<file path="config.mk">
export PLATFORM = sky130hd
export DESIGN_NAME = lpif_txrx_x2_beat_pack_flat
export DESIGN_NICKNAME = d
export VERILOG_FILES = /design/src/rtl/lpif_txrx_pkg.sv /design/src/rtl/lpif_txrx_x2_beat_pack_if.sv /design/src/rtl/lpif_txrx_beat_oreg.sv /design/src/rtl/lpif_txrx_x2_beat_pack.sv /design/src/flat_wrapper.sv
export SDC_FILE = /design/constraint.sdc
export NUM_CORES = 1
export LEC_CHECK = 0
export ABC_AREA = 1
export CAP_MARGIN = 20
export CORE_MARGIN = 5
export CORE_UTILIZATION = 51
export DETAILED_ROUTE_END_ITERATION = 10
export HOLD_SLACK_MARGIN = 0.15
export PLACE_DENSITY = 0.78
export SETUP_SLACK_MARGIN = 0.2
export SLEW_MARGIN = 20
export SYNTH_ARGS = -nofsm -noshare
export SYNTH_HDL_FRONTEND = slang
export SYNTH_SLANG_ARGS = --single-unit
</file>
<file path="constraint.sdc">
create_clock -name clk_wr -period 9.05 [get_ports clk_wr]
set_clock_uncertainty 0.05 [all_clocks]
set_input_delay 1.81 -clock clk_wr [delete_from_list [all_inputs] [get_ports clk_wr]]
set_output_delay 1.81 -clock clk_wr [all_outputs]
set_load 0.02 [all_outputs]
</file>
<file path="src/rtl/lpif_txrx_pkg.sv">
// rtl/lpif_txrx_pkg.sv - shared lane widths, beat/word structs and pack FSM states
package lpif_txrx_pkg;

  localparam int STATE_W     = 4;
  localparam int PROTID_W    = 2;
  localparam int DATA_W      = 64;
  localparam int DVALID_W    = 1;
  localparam int CRC_W       = 2;
  localparam int CRC_VALID_W = 1;
  localparam int VALID_W     = 1;
  localparam int LANES       = 2;
  localparam int CNT_W       = 8;

  // One LPIF beat, 75 bits.
  typedef struct packed {
    logic [STATE_W-1:0]     state;
    logic [PROTID_W-1:0]    protid;
    logic [DATA_W-1:0]      data;
    logic [DVALID_W-1:0]    dvalid;
    logic [CRC_W-1:0]       crc;
    logic [CRC_VALID_W-1:0] crc_valid;
    logic [VALID_W-1:0]     valid;
  } lpif_beat_t;

  typedef struct packed {
    lpif_beat_t       lane1;
    lpif_beat_t       lane0;
    logic [LANES-1:0] mask;
  } x2_word_t;

  typedef enum logic {
    PACK_EMPTY = 1'b0,
    PACK_HALF  = 1'b1
  } pack_st_e;

  // A lone beat always sits in lane 0 with lane 1 zeroed.
  function automatic x2_word_t make_word(input lpif_beat_t l0, input lpif_beat_t l1,
                                         input logic pair);
    x2_word_t w;
    w.lane0 = l0;
    w.lane1 = pair ? l1 : '0;
    w.mask  = pair ? 2'b11 : 2'b01;
    return w;
  endfunction

endpackage

</file>
<file path="src/rtl/lpif_txrx_x2_beat_pack_if.sv">
// rtl/lpif_txrx_x2_beat_pack_if.sv - beat input, x2 word output and status signals of the packer
interface lpif_txrx_x2_beat_pack_if;
  import lpif_txrx_pkg::*;

  logic                         m_gen2_mode;
  logic                         in_vld;
  logic                         in_rdy;
  logic [STATE_W-1:0]           in_state;
  logic [PROTID_W-1:0]          in_protid;
  logic [DATA_W-1:0]            in_data;
  logic [DVALID_W-1:0]          in_dvalid;
  logic [CRC_W-1:0]             in_crc;
  logic [CRC_VALID_W-1:0]       in_crc_valid;
  logic [VALID_W-1:0]           in_valid;
  logic [LANES*STATE_W-1:0]     dstrm_state;
  logic [LANES*PROTID_W-1:0]    dstrm_protid;
  logic [LANES*DATA_W-1:0]      dstrm_data;
  logic [LANES*DVALID_W-1:0]    dstrm_dvalid;
  logic [LANES*CRC_W-1:0]       dstrm_crc;
  logic [LANES*CRC_VALID_W-1:0] dstrm_crc_valid;
  logic [LANES*VALID_W-1:0]     dstrm_valid;
  logic [LANES-1:0]             dstrm_lane_mask;
  logic                         dstrm_push;
  logic                         dstrm_rdy;
  logic                         pack_busy;

  modport master (
    output m_gen2_mode, in_vld, in_state, in_protid, in_data, in_dvalid, in_crc,
           in_crc_valid, in_valid, dstrm_rdy,
    input  in_rdy, dstrm_state, dstrm_protid, dstrm_data, dstrm_dvalid, dstrm_crc,
           dstrm_crc_valid, dstrm_valid, dstrm_lane_mask, dstrm_push, pack_busy
  );

  modport slave (
    input  m_gen2_mode, in_vld, in_state, in_protid, in_data, in_dvalid, in_crc,
           in_crc_valid, in_valid, dstrm_rdy,
    output in_rdy, dstrm_state, dstrm_protid, dstrm_data, dstrm_dvalid, dstrm_crc,
           dstrm_crc_valid, dstrm_valid, dstrm_lane_mask, dstrm_push, pack_busy
  );

endinterface

</file>
<file path="src/rtl/lpif_txrx_beat_oreg.sv">
// rtl/lpif_txrx_beat_oreg.sv - x2 output word register with full flag; holds while stalled
module lpif_txrx_beat_oreg
  import lpif_txrx_pkg::*;
(
  input  logic     clk,
  input  logic     rst_n,
  input  logic     load,
  input  x2_word_t word,
  input  logic     rdy,
  output logic     full,
  output logic     load_ok,
  output x2_word_t q
);

  // A drain and a refill may coincide; the refill wins.
  assign load_ok = !full || rdy;

  always_ff @(posedge clk or negedge rst_n) begin
    if (!rst_n) begin
      full <= 1'b0;
      q    <= '0;
    end else if (load && load_ok) begin
      full <= 1'b1;
      q    <= word;
    end else if (full && rdy) begin
      full <= 1'b0;
      q    <= '0;
    end
  end

endmodule

</file>
<file path="src/rtl/lpif_txrx_x2_beat_pack.sv">
// rtl/lpif_txrx_x2_beat_pack.sv - packs single LPIF beats into two-lane x2 words with flush timer
module lpif_txrx_x2_beat_pack
  import lpif_txrx_pkg::*;
#(
  parameter int FLUSH_CYCLES = 4
) (
  input  logic                      clk_wr,
  input  logic                      rst_wr_n,
  lpif_txrx_x2_beat_pack_if.slave   pk
);

  localparam logic [CNT_W-1:0] FLUSH_MAX = CNT_W'(FLUSH_CYCLES);
  localparam logic [CNT_W-1:0] FLUSH_THR = CNT_W'(FLUSH_CYCLES - 1);

  logic [1:0]       rst_sync;
  logic             rst_n;
  pack_st_e         state_q, state_d;
  logic [CNT_W-1:0] cnt_q, cnt_d;
  lpif_beat_t       hold_q, hold_d;
  lpif_beat_t       beat_in;
  x2_word_t         word_d, oq;
  logic             load, load_ok, oreg_full, in_rdy;

  // Async assert, release two clocks later; in_rdy stays low until then.
  always_ff @(posedge clk_wr or negedge rst_wr_n) begin
    if (!rst_wr_n) rst_sync <= 2'b00;
    else           rst_sync <= {rst_sync[0], 1'b1};
  end
  assign rst_n = rst_sync[1];

  assign beat_in = '{state: pk.in_state, protid: pk.in_protid, data: pk.in_data,
                     dvalid: pk.in_dvalid, crc: pk.in_crc, crc_valid: pk.in_crc_valid,
                     valid: pk.in_valid};

  always_ff @(posedge clk_wr or negedge rst_n) begin
    if (!rst_n) begin
      state_q <= PACK_EMPTY;
      cnt_q   <= '0;
      hold_q  <= '0;
    end else begin
      state_q <= state_d;
      cnt_q   <= cnt_d;
      hold_q  <= hold_d;
    end
  end

  always_comb begin
    state_d = state_q;
    cnt_d   = cnt_q;
    hold_d  = hold_q;
    in_rdy  = 1'b0;
    load    = 1'b0;
    word_d  = '0;
    case (state_q)
      PACK_EMPTY: begin
        in_rdy = rst_n && (pk.m_gen2_mode || load_ok);
        if (pk.in_vld && in_rdy) begin
          if (pk.m_gen2_mode) begin
            hold_d  = beat_in;
            cnt_d   = '0;
            state_d = PACK_HALF;
          end else begin
            load   = 1'b1;
            word_d = make_word(beat_in, hold_q, 1'b0);
          end
        end
      end
      PACK_HALF: begin
        if (!pk.m_gen2_mode) begin
          // Leaving gen2 with a held beat: flush it before taking anything new.
          if (load_ok) begin
            load    = 1'b1;
            word_d  = make_word(hold_q, beat_in, 1'b0);
            state_d = PACK_EMPTY;
          end
        end else begin
          in_rdy = load_ok;
          if (pk.in_vld && load_ok) begin
            load    = 1'b1;
            word_d  = make_word(hold_q, beat_in, 1'b1);
            state_d = PACK_EMPTY;
          end else begin
            if (cnt_q < FLUSH_MAX) cnt_d = cnt_q + 8'd1;
            if (cnt_q >= FLUSH_THR && load_ok) begin
              load    = 1'b1;
              word_d  = make_word(hold_q, beat_in, 1'b0);
              state_d = PACK_EMPTY;
            end
          end
        end
      end
      default: state_d = PACK_EMPTY;
    endcase
  end

  lpif_txrx_beat_oreg u_oreg (
    .clk     (clk_wr),
    .rst_n   (rst_n),
    .load    (load),
    .word    (word_d),
    .rdy     (pk.dstrm_rdy),
    .full    (oreg_full),
    .load_ok (load_ok),
    .q       (oq)
  );

  assign pk.in_rdy          = in_rdy;
  assign pk.dstrm_state     = {oq.lane1.state, oq.lane0.state};
  assign pk.dstrm_protid    = {oq.lane1.protid, oq.lane0.protid};
  assign pk.dstrm_data      = {oq.lane1.data, oq.lane0.data};
  assign pk.dstrm_dvalid    = {oq.lane1.dvalid, oq.lane0.dvalid};
  assign pk.dstrm_crc       = {oq.lane1.crc, oq.lane0.crc};
  assign pk.dstrm_crc_valid = {oq.lane1.crc_valid, oq.lane0.crc_valid};
  assign pk.dstrm_valid     = {oq.lane1.valid, oq.lane0.valid};
  assign pk.dstrm_lane_mask = oq.mask;
  assign pk.dstrm_push      = oreg_full;
  assign pk.pack_busy       = (state_q == PACK_HALF) || oreg_full;

endmodule

</file>
<file path="src/flat_wrapper.sv">
// flat-port wrapper written by rule: the top's interface ports become plain ports
module lpif_txrx_x2_beat_pack_flat import lpif_txrx_pkg::*;
#(
  parameter int FLUSH_CYCLES = 4
)
  (clk_wr, rst_wr_n, pk_m_gen2_mode, pk_in_vld, pk_in_state, pk_in_protid, pk_in_data, pk_in_dvalid, pk_in_crc, pk_in_crc_valid, pk_in_valid, pk_dstrm_rdy, pk_in_rdy, pk_dstrm_state, pk_dstrm_protid, pk_dstrm_data, pk_dstrm_dvalid, pk_dstrm_crc, pk_dstrm_crc_valid, pk_dstrm_valid, pk_dstrm_lane_mask, pk_dstrm_push, pk_pack_busy);
  lpif_txrx_x2_beat_pack_if pk_i ();
  input  logic clk_wr;
  input  logic rst_wr_n;
  input wire logic [$bits(pk_i.m_gen2_mode)-1:0] pk_m_gen2_mode;
  input wire logic [$bits(pk_i.in_vld)-1:0] pk_in_vld;
  input wire logic [$bits(pk_i.in_state)-1:0] pk_in_state;
  input wire logic [$bits(pk_i.in_protid)-1:0] pk_in_protid;
  input wire logic [$bits(pk_i.in_data)-1:0] pk_in_data;
  input wire logic [$bits(pk_i.in_dvalid)-1:0] pk_in_dvalid;
  input wire logic [$bits(pk_i.in_crc)-1:0] pk_in_crc;
  input wire logic [$bits(pk_i.in_crc_valid)-1:0] pk_in_crc_valid;
  input wire logic [$bits(pk_i.in_valid)-1:0] pk_in_valid;
  input wire logic [$bits(pk_i.dstrm_rdy)-1:0] pk_dstrm_rdy;
  output wire logic [$bits(pk_i.in_rdy)-1:0] pk_in_rdy;
  output wire logic [$bits(pk_i.dstrm_state)-1:0] pk_dstrm_state;
  output wire logic [$bits(pk_i.dstrm_protid)-1:0] pk_dstrm_protid;
  output wire logic [$bits(pk_i.dstrm_data)-1:0] pk_dstrm_data;
  output wire logic [$bits(pk_i.dstrm_dvalid)-1:0] pk_dstrm_dvalid;
  output wire logic [$bits(pk_i.dstrm_crc)-1:0] pk_dstrm_crc;
  output wire logic [$bits(pk_i.dstrm_crc_valid)-1:0] pk_dstrm_crc_valid;
  output wire logic [$bits(pk_i.dstrm_valid)-1:0] pk_dstrm_valid;
  output wire logic [$bits(pk_i.dstrm_lane_mask)-1:0] pk_dstrm_lane_mask;
  output wire logic [$bits(pk_i.dstrm_push)-1:0] pk_dstrm_push;
  output wire logic [$bits(pk_i.pack_busy)-1:0] pk_pack_busy;
  assign pk_i.m_gen2_mode = pk_m_gen2_mode;
  assign pk_i.in_vld = pk_in_vld;
  assign pk_i.in_state = pk_in_state;
  assign pk_i.in_protid = pk_in_protid;
  assign pk_i.in_data = pk_in_data;
  assign pk_i.in_dvalid = pk_in_dvalid;
  assign pk_i.in_crc = pk_in_crc;
  assign pk_i.in_crc_valid = pk_in_crc_valid;
  assign pk_i.in_valid = pk_in_valid;
  assign pk_i.dstrm_rdy = pk_dstrm_rdy;
  assign pk_in_rdy = pk_i.in_rdy;
  assign pk_dstrm_state = pk_i.dstrm_state;
  assign pk_dstrm_protid = pk_i.dstrm_protid;
  assign pk_dstrm_data = pk_i.dstrm_data;
  assign pk_dstrm_dvalid = pk_i.dstrm_dvalid;
  assign pk_dstrm_crc = pk_i.dstrm_crc;
  assign pk_dstrm_crc_valid = pk_i.dstrm_crc_valid;
  assign pk_dstrm_valid = pk_i.dstrm_valid;
  assign pk_dstrm_lane_mask = pk_i.dstrm_lane_mask;
  assign pk_dstrm_push = pk_i.dstrm_push;
  assign pk_pack_busy = pk_i.pack_busy;
  lpif_txrx_x2_beat_pack #(.FLUSH_CYCLES(FLUSH_CYCLES)) u_core (.clk_wr(clk_wr), .rst_wr_n(rst_wr_n), .pk(pk_i));
endmodule
</file>
==> out/results.txt, run 1 <==
outcome: finished, final reports clean
clock latency on the worst-skew pair: 0.51 ns
Max Cap Viol: 0
Reg power frac: 0.417
setup bufs post-CTS: 0
Required @ worst endpoint: 7.19 ns
WP buf/inv: 3
Int Power: 2.29 mW
CTS Buffer Depth: 3
Critical Path Sink Type: output port
initial antenna violation count: 0
Post-CTS Resized: 0
reg-to-reg setup timing slack: 5.25 ns
core area: 20,300 µm²
IO buf count: 234
Top Ports: 235
worst slew pin tran: 1.05 ns
floorplan die height: 154 µm
Final period util: 0.598
Comb pwr share: 0.224
cells along the critical path: clkdlybuf4s50_1 > inv_1 > nand2_1 > nand2_1 > o22ai_1 > clkdlybuf4s50_1
most common cell after layout, fill and taps aside: nand2_1
fin util: 0.684
Post-Synthesis Cell Area: 10,600 µm²
final hold viol count: 0
Relative slew margins: 0.296
Mapped Nets: 1,373
Placement Rows: 52
grt ovf: 0
Seq cells post-synth: 239
placed inst area: 12,900 µm²
Setup CP Type: input port to output port
busiest grt layer: met2
total global-route track usage: 0.237
minimum clock period: 5.41 ns
Reg2Reg Depth: 12
ANT cells: 0
synth warn: 0
Max Fclk: 185 MHz
filler cell count: 1,663
Worst R2R Start: u_core.cnt_q[0]
sequential share of the synthesized area: 0.566
routed len/inst: 16.1 µm
Static Leak: 6.90 nW
cts-stage hold buffer count: 0
critical path's top delay family: buffers and inverters
largest net degree at the start of global routing: 96
CTS tree: built
Net Sw Frac: 0.291
Critical Path Max Stage Delay: 0.66 ns
clock power share: 0.359
Hold Crit Class: flop to asynchronous set/reset pin
RR Endpoint: u_core.u_oreg.q[114]
setup TNS: 0 ns
GR met1 Demand/Resource: 0.326
Clock Tree Root: clkbuf_16
final setup vio count: 0
Num CTS Buffers: 26
unrepaired setup endpoints after global routing: false
drt total wl: 28,500 µm
Pre-antenna DRT Iters: 5
Slowest cell on crit path: clkdlybuf4s50_1
post-route design area: 13,900 µm²
Startpoint Class: input port
P&R area growth vs syn: 31.4%
Die Span X: 154 µm
DRC viols: 0
Post-Synthesis Cells: 1,292
Reg clk slew, reported paths: 0.06 ns
vias in the first global route: 9,146
clk sinks: 239
die area: 23,700 µm²
via count: 9,268
NumNets Final: 1,557
cell area power density: 233 nW/µm²
commonest cells after routing, fill and taps aside: nand2_1 (395), dfrtp_1 (237), clkdlybuf4s50_1 (234), nand3_1 (228), inv_1 (162)
Distinct cells, synth: 25
Initial Util: 0.521
NetSw: 942 µW
arrival time at the worst endpoint: 3.55 ns
layout cells sized above 1: 0.0415
Worst VDD drop: 0.000156 V
Placer Congestion: 0.802
GR Util met2: 0.393
Syn Area/Cell: 8.18 µm²
Max FO, Critical Path: 5
vias per inst: 5.25
dpl hpwl: 17,200 µm
CTS HTree Levels: 1
Starting DRT DRC Count: 597
Detail Route Antenna Nets: 0
first-pass GRT wire length: 47,300 µm
Slew Viols, Final: 0
M3 GR Usage: 0.0483
-- worst max-delay path by stage --
stage	from	to	slack, ns	cells after the start
6_report	pk_m_gen2_mode	pk_in_rdy	3.64	6
2_1_floorplan	u_core.rst_sync[1]	pk_in_rdy	0.64	2
4_1_cts	pk_m_gen2_mode	pk_in_rdy	3.67	6
3_5_place_dp	pk_dstrm_rdy	u_core.u_oreg.q[41]	3.53	10
3_3_place_gp	pk_m_gen2_mode	u_core.hold_q[1]	3.56	10
5_1_grt	pk_m_gen2_mode	pk_in_rdy	3.58	6
-- worst register-to-register path, stage by stage, from the launching register on --
cell	delay, ns
dfrtp_1	0.40
ha_1	0.24
nor2_1	0.11
nand2_1	0.06
nor2_1	0.09
nand2_1	0.06
nand2_2	0.06
buf_4	0.61
nand2_1	0.23
nand2_4	0.80
buf_4	0.73
nand3_1	0.19
nand2_1	0.10
-- layout make-up --
cell class                      count  area (µm²)  share of cell area
Clock buffer                       39         761              0.0548
Clock inverter                      8         193              0.0139
Inverter                          163         612              0.0441
Multi-Input combinational cell    801        3570               0.257
Sequential cell                   239        5990               0.431
Tap cell                          270         338              0.0243
Timing Repair Buffer              245        2430               0.175
-- metrics by stage --
stage	cells	hold slack [ns]	total power, mW	setup slack, ns
2_1_floorplan	1292	0.281	1.74	0.642
3_3_place_gp	1718	0.227	2.07	3.56
3_5_place_dp	1718	0.231	2.09	3.53
4_1_cts	1765	0.230	3.26	3.67
5_1_grt	1765	0.254	3.39	3.58
6_report	1765	0.217	3.23	3.64
-- power by group through the flow --
| stage | clock, mW | sequential (mW) | combinational (mW) |
|---|---|---|---|
| after floorplan | 0 | 1.48 | 0.260 |
| after global placement | 0 | 1.36 | 0.714 |
| after detailed placement | 0 | 1.36 | 0.727 |
| after CTS | 1.18 | 1.35 | 0.732 |
| after global routing | 1.23 | 1.37 | 0.790 |
| final | 1.16 | 1.35 | 0.723 |
-- layer usage --
layer,share of wire,routed length [µm]
met3,0.080,2290
met2,0.48,13700
met4,0.018,502
met1,0.42,12000
met5,0,0
-- cells in the mapped netlist --
library cell | instances | share of area
nand2_1 | 397 | 0.14
dfrtp_1 | 239 | 0.57
nand3_1 | 228 | 0.11
inv_1 | 162 | 0.058
o21ai_0 | 80 | 0.038
o21ai_1 | 70 | 0.033
clkbuf_1 | 42 | 0.015
buf_2 | 20 | 0.0095
buf_4 | 19 | 0.013
nor2_1 | 12 | 0.0043
buf_1 | 6 | 0.0021
buf_6 | 2 | 0.0021
nand2_2 | 2 | 0.0012
nor2_2 | 2 | 0.0012
a21oi_1 | 1 | 0.00047
conb_1 | 1 | 0.00035
ha_1 | 1 | 0.0012
inv_2 | 1 | 0.00035
nand3_2 | 1 | 0.00095
nand4_1 | 1 | 0.00059
nor2b_1 | 1 | 0.00059
nor3_2 | 1 | 0.00095
o211ai_1 | 1 | 0.00071
o22ai_1 | 1 | 0.00059
xnor2_1 | 1 | 0.00083
-- cell families (layout without fill, tap and decap cells) --
logic type      Yosys count  after routing  synth area share
compound gates          153            153            0.0728
flops                   239            239             0.566
fa+ha+maj                 1              1           0.00118
xor+xnor                  1              1          0.000829
simple gates            645            645             0.259
other cells               1              1          0.000355
buf+inv                 252            455             0.100
-- state kept, by name (all words and copies together), names as in the netlist --
| register | cells |
|---|---|
| u_core.cnt_q | 8 |
| u_core.hold_q | 75 |
| u_core.rst_sync | 2 |
| u_core.state_q | 1 |
| u_core.u_oreg.full | 1 |
| u_core.u_oreg.q | 152 |
Note: power is estimated with default switching activity, not from simulation.
==> inputs of run 2 (changes only) <==
Settings changed: CORE_UTILIZATION 51 to 46, PLACE_DENSITY 0.78 to 0.74.
Clock period 9.05 ns to 4.75 ns, I/O delays scaled along.
==> run 2 against run 1 <==
Core utilization shrank 6.9 points. Setup slack worse by 2.6 ns. Power increased by 87%. Critical endpoint unchanged. Highest routed layer is now met5.
==> out/results.txt, run 2 (same netlist as run 1, synthesis figures left out) <==
floorplan die height: 162 µm (+4.9%)
core area: 22,600 µm² (+12%)
critical path depth: 6 (unchanged)
Clock Tree Root: clkbuf_16
setup TNS: 0 ns (unchanged)
Top Ports: 235 (unchanged)
layout cells sized above 1: 0.0473 (+0.00586)
largest net degree at the start of global routing: 94 (-2.1%)
final setup vio count: 0 (unchanged)
Final period util: 0.776
Die Span X: 162 µm (+4.9%)
Static Leak: 6.93 nW (+0.50%)
routed len/inst: 16.3 µm (+1.2%)
Placement Rows: 55 (+5.8%)
Pre-antenna DRT Iters: 6 (+1)
drt total wl: 29,200 µm (+2.4%)
critical path's top delay family: buffers and inverters
Slowest cell on crit path: clkdlybuf4s50_1
Max Cap Viol: 0 (unchanged)
Reg clk slew, reported paths: 0.06 ns (about the same)
worst slew pin tran: 0.990 ns (-0.0632 ns)
DRC viols: 0 (unchanged)
Hold Path Stages: 0
P&R area growth vs syn: 31.9%
Relative slew margins: 0.340 (+0.0444)
Initial Util: 0.467 (-0.0538)
Hold Crit Class: flop to flop
dpl hpwl: 17,800 µm (+3.1%)
Worst R2R Start: u_core.rst_sync[1]
Starting DRT DRC Count: 687 (+15%)
grt ovf: 0 (unchanged)
Num CTS Buffers: 26 (unchanged)
reg-to-reg setup timing slack: 2.11 ns (-3.14 ns)
die area: 26,100 µm² (+10%)
Setup CP Type: input port to output port
max reg flops: 152 (unchanged)
CTS tree: built
outcome: finished, final reports clean
fin util: 0.616 (-0.0685)
vias in the first global route: 9,164 (+0.20%)
commonest cells after routing, fill and taps aside: nand2_1 (395), dfrtp_1 (237), clkdlybuf4s50_1 (234), nand3_1 (228), inv_1 (162)
Critical Path Sink Type: output port
Max Fclk: 271 MHz
Max FO, Critical Path: 5 (unchanged)
Placer Congestion: 0.787 (-1.8%)
Detail Route Antenna Nets: 0 (unchanged)
most common cell after layout, fill and taps aside: nand2_1
power after layout: 6.05 mW (+87%)
unrepaired setup endpoints after global routing: false
origin of the worst setup path: pk_m_gen2_mode
Biggest register: u_core.u_oreg.q
Required @ worst endpoint: 3.75 ns (-3.44 ns)
IO buf count: 234 (unchanged)
Critical Path Max Stage Delay: 0.65 ns (about the same)
Startpoint Class: input port
setup bufs post-CTS: 0 (unchanged)
final hold viol count: 0 (unchanged)
hold_sp: u_core.rst_sync[0]
first-pass GRT wire length: 48,400 µm (+2.4%)
cell area power density: 434 nW/µm² (+87%)
Slew Viols, Final: 0 (unchanged)
via count: 9,223 (-0.49%)
Post-CTS Resized: 0 (unchanged)
clock latency on the worst-skew pair: 0.51 ns (about the same)
arrival time at the worst endpoint: 2.68 ns (-0.87 ns)
WP buf/inv: 3 (unchanged)
cts-stage hold buffer count: 0 (unchanged)
initial antenna violation count: 2 (+2)
minimum clock period: 3.68 ns
Worst VDD drop: 0.000310 V (+98%)
CTS Buffer Depth: 3 (unchanged)
Reg2Reg Depth: 7 (-5)
top flop regs: u_core.u_oreg.q x152, u_core.hold_q x75, u_core.cnt_q x8
clk sinks: 239 (unchanged)
NumNets Final: 1,562 (+0.32%)
total global-route track usage: 0.223 (-0.0145)
CTS HTree Levels: 1 (unchanged)
cells along the critical path: clkdlybuf4s50_1 > inv_1 > nand2_1 > nand2_1 > o22ai_1 > clkdlybuf4s50_1
vias per inst: 5.16 (-1.7%)
==> run 2: cell count changes in the layout (fill, tap and decap cells not counted), sizes merged <==
| cell | previous run | this run |
|---|---|---|
| buf | 11 | 16 |
| diode | 0 | 1 |
| clkinv | 1 | 7 |
| clkinvlp | 1 | 0 |
| bufinv | 6 | 3 |
| clkbuf | 39 | 37 |
==> run 2: through the flow <==
| stage | hold WS (ns) | setup WS, ns | cell area, µm² | std cells |
|---|---|---|---|---|
| 2_1_floorplan | 0.281 | 1.04 | 10600 | 1292 |
| 3_3_place_gp | 0.289 | 1.10 | 13000 | 1738 |
| 3_5_place_dp | 0.290 | 1.08 | 13000 | 1738 |
| 4_1_cts | 0.308 | 1.06 | 13900 | 1785 |
| 5_1_grt | 0.330 | 0.898 | 13900 | 1786 |
| 6_report | 0.305 | 1.07 | 13900 | 1786 |
==> run 2: power by group <==
part	internal, mW	switching (mW)
sequential	2.37	0.208
clock	1.29	0.800
combinational	0.581	0.807
total	4.24	1.82
==> run 2: cell type report <==
| cell class | instances | area (µm²) |
|---|---|---|
| antenna | 1 | 2.50 |
| clock buffer | 37 | 773 |
| clock inverter | 10 | 125 |
| fill | 1966 | 8700 |
| inverter | 163 | 612 |
| multi-input combinational | 801 | 3570 |
| sequential | 239 | 5990 |
| tap | 285 | 357 |
| timing repair buffer | 250 | 2510 |
==> run 2: path summary, 6_finish.rpt <==
kind,to
worst min register to register,u_core.rst_sync[1]
max in group asynchronous,u_core.hold_q[45]
worst max-delay path,pk_in_rdy
min in group asynchronous,u_core.u_oreg.q[87]
worst min-delay path,u_core.rst_sync[1]
worst max register to register,u_core.u_oreg.q[71]
==> run 2: routing by layer <==
layer / vias to the layer above / wire length, µm / track usage
met4: 2 / 532 / 0.0508
met5: - / 12 / 0
met3: 37 / 1920 / 0.0439
li1: 4455 / - / -
met2: 280 / 13700 / 0.365
met1: 4449 / 13100 / 0.309
==> inputs of run 3 (changes only) <==
Clock period 4.75 ns to 3 ns, I/O delays scaled along.
==> run 3 against run 2 <==
Sequential power is 58% higher. Sequential share of layout area down 1.5 points. Combinational power rose by 67%.
==> out/results.txt, run 3 (same netlist as run 1, synthesis figures left out) <==
unrepaired setup endpoints after global routing: false
core area: 22,600 µm² (unchanged)
Num CTS Buffers: 26 (unchanged)
vias per inst: 5.10 (-1.2%)
Reg clk slew, reported paths: 0.06 ns (about the same)
Static Leak: 7.03 nW (+1.4%)
CTS Buffer Depth: 3 (unchanged)
CTS HTree Levels: 1 (unchanged)
top flop regs: u_core.u_oreg.q x152, u_core.hold_q x75, u_core.cnt_q x8
DRC viols: 0 (unchanged)
Reg2Reg Depth: 11 (+4)
most common cell after layout, fill and taps aside: nand2_1
Biggest register: u_core.u_oreg.q
storage element area: 5990 µm² (unchanged)
Startpoint Class: flop
setup bufs post-CTS: 0 (unchanged)
ANT cells: 0 (-1)
final setup vio count: 0 (unchanged)
NumNets Final: 1,574 (+0.77%)
max reg flops: 152 (unchanged)
Final period util: 0.845
clk sinks: 239 (unchanged)
grt ovf: 0 (unchanged)
Setup CP Type: flop to output port
Initial Util: 0.467 (unchanged)
Relative slew margins: 0.448 (+0.108)
arrival time at the worst endpoint: 1.88 ns (-0.80 ns)
Inst Count DP: 1,750 (+0.69%)
Placer Congestion: 0.788 (+0.10%)
final hold viol count: 0 (unchanged)
filler cell count: 1,924 (-2.1%)
Clock Tree Root: clkbuf_16
IO buf count: 234 (unchanged)
Worst VDD drop: 0.000429 V (+38%)
Worst R2R Start: u_core.cnt_q[0]
dpl hpwl: 18,600 µm (+4.6%)
first-pass GRT wire length: 47,500 µm (-1.9%)
Hold Crit Class: input port to asynchronous set/reset pin
routed len/inst: 16.0 µm (-2.3%)
Critical Path Sink Type: output port
Max FO, Critical Path: 11 (+6)
Placement Rows: 55 (unchanged)
drt total wl: 28,700 µm (-1.7%)
Starting DRT DRC Count: 625 (-9.0%)
fin util: 0.637 (+0.0218)
Detail Route Antenna Nets: 0 (unchanged)
reg-to-reg setup timing slack: 1.03 ns (-1.08 ns)
cts-stage hold buffer count: 0 (unchanged)
multi-input logic area: 3940 µm² (+10%)
die area: 26,100 µm² (unchanged)
Die Span X: 162 µm (unchanged)
RR Endpoint: u_core.u_oreg.q[73]
power after layout: 9.62 mW (+59%)
Max Cap Viol: 0 (unchanged)
Layout Cells excl Fill: 1,796 (+0.56%)
Pre-antenna DRT Iters: 5 (-1)
cell area power density: 666 nW/µm² (+53%)
total global-route track usage: 0.219 (-0.00370)
CTS tree: built
Post-CTS Resized: 0 (unchanged)
P&R area growth vs syn: 36.6%
vias in the first global route: 9,127 (-0.40%)
Top Ports: 235 (unchanged)
Slew Viols, Final: 0 (unchanged)
outcome: finished, final reports clean
via count: 9,165 (-0.63%)
largest net degree at the start of global routing: 134 (+43%)
initial antenna violation count: 0 (-2)
clock latency on the worst-skew pair: 0.52 ns (about the same)
minimum clock period: 2.53 ns
worst slew pin tran: 0.827 ns (-0.163 ns)
commonest cells after routing, fill and taps aside: nand2_1 (395), dfrtp_1 (237), clkdlybuf4s50_1 (233), inv_1 (162), nand3_1 (158)
floorplan die height: 162 µm (unchanged)
layout cells sized above 1: 0.0973 (+0.0500)
Max Fclk: 395 MHz
Required @ worst endpoint: 2.35 ns (-1.40 ns)
-- run 3: worst max path at each step --
stage,start,end,depth (start not counted)
6_report,u_core.state_q,pk_pack_busy,3
5_1_grt,u_core.state_q,pk_pack_busy,3
4_1_cts,pk_dstrm_rdy,pk_in_rdy,6
3_5_place_dp,pk_dstrm_rdy,pk_in_rdy,6
3_3_place_gp,pk_dstrm_rdy,pk_in_rdy,6
2_1_floorplan,u_core.rst_sync[1],u_core.hold_q[12],7
-- run 3: critical path, stage by stage, from the launching register on --
cell and delay (ns):
dfrtp_2 0.51, inv_1 0.17, nand2_1 0.09, clkdlybuf4s50_1 0.61
-- run 3: through the flow --
stage                     instance area [µm²]  hold WS, ns  setup WS, ns  setup TNS, ns
after floorplan                         11000        0.254        -0.307         -42.53
after global placement                  13600        0.286         0.228              0
after detailed placement                13600        0.287         0.237              0
after CTS                               14400        0.183         0.222              0
after global routing                    14400        0.185         0.374              0
final                                   14400        0.195         0.465              0
-- run 3: cell type report --
type / count / area share
Clock buffer: 40 / 0.0523
Clock inverter: 6 / 0.00746
Inverter: 163 / 0.0424
Multi-Input combinational cell: 801 / 0.273
Sequential cell: 239 / 0.415
Tap cell: 285 / 0.0247
Timing Repair Buffer: 262 / 0.186
-- run 3: power breakdown --
part / internal (mW) / switching (mW) / total, mW / leakage (nW)
logic: 0.975 / 1.35 / 2.32 / 3.47
registers: 3.75 / 0.306 / 4.05 / 3.14
clock network: 1.98 / 1.26 / 3.24 / 0.416
-- run 3: per-layer routing --
metal,track usage,share of wire,vias to the layer above
met5,0,0,-
met4,0.0527,0.022,0
met3,0.0452,0.066,45
met2,0.363,0.47,257
met1,0.297,0.44,4407
li1,-,-,4456
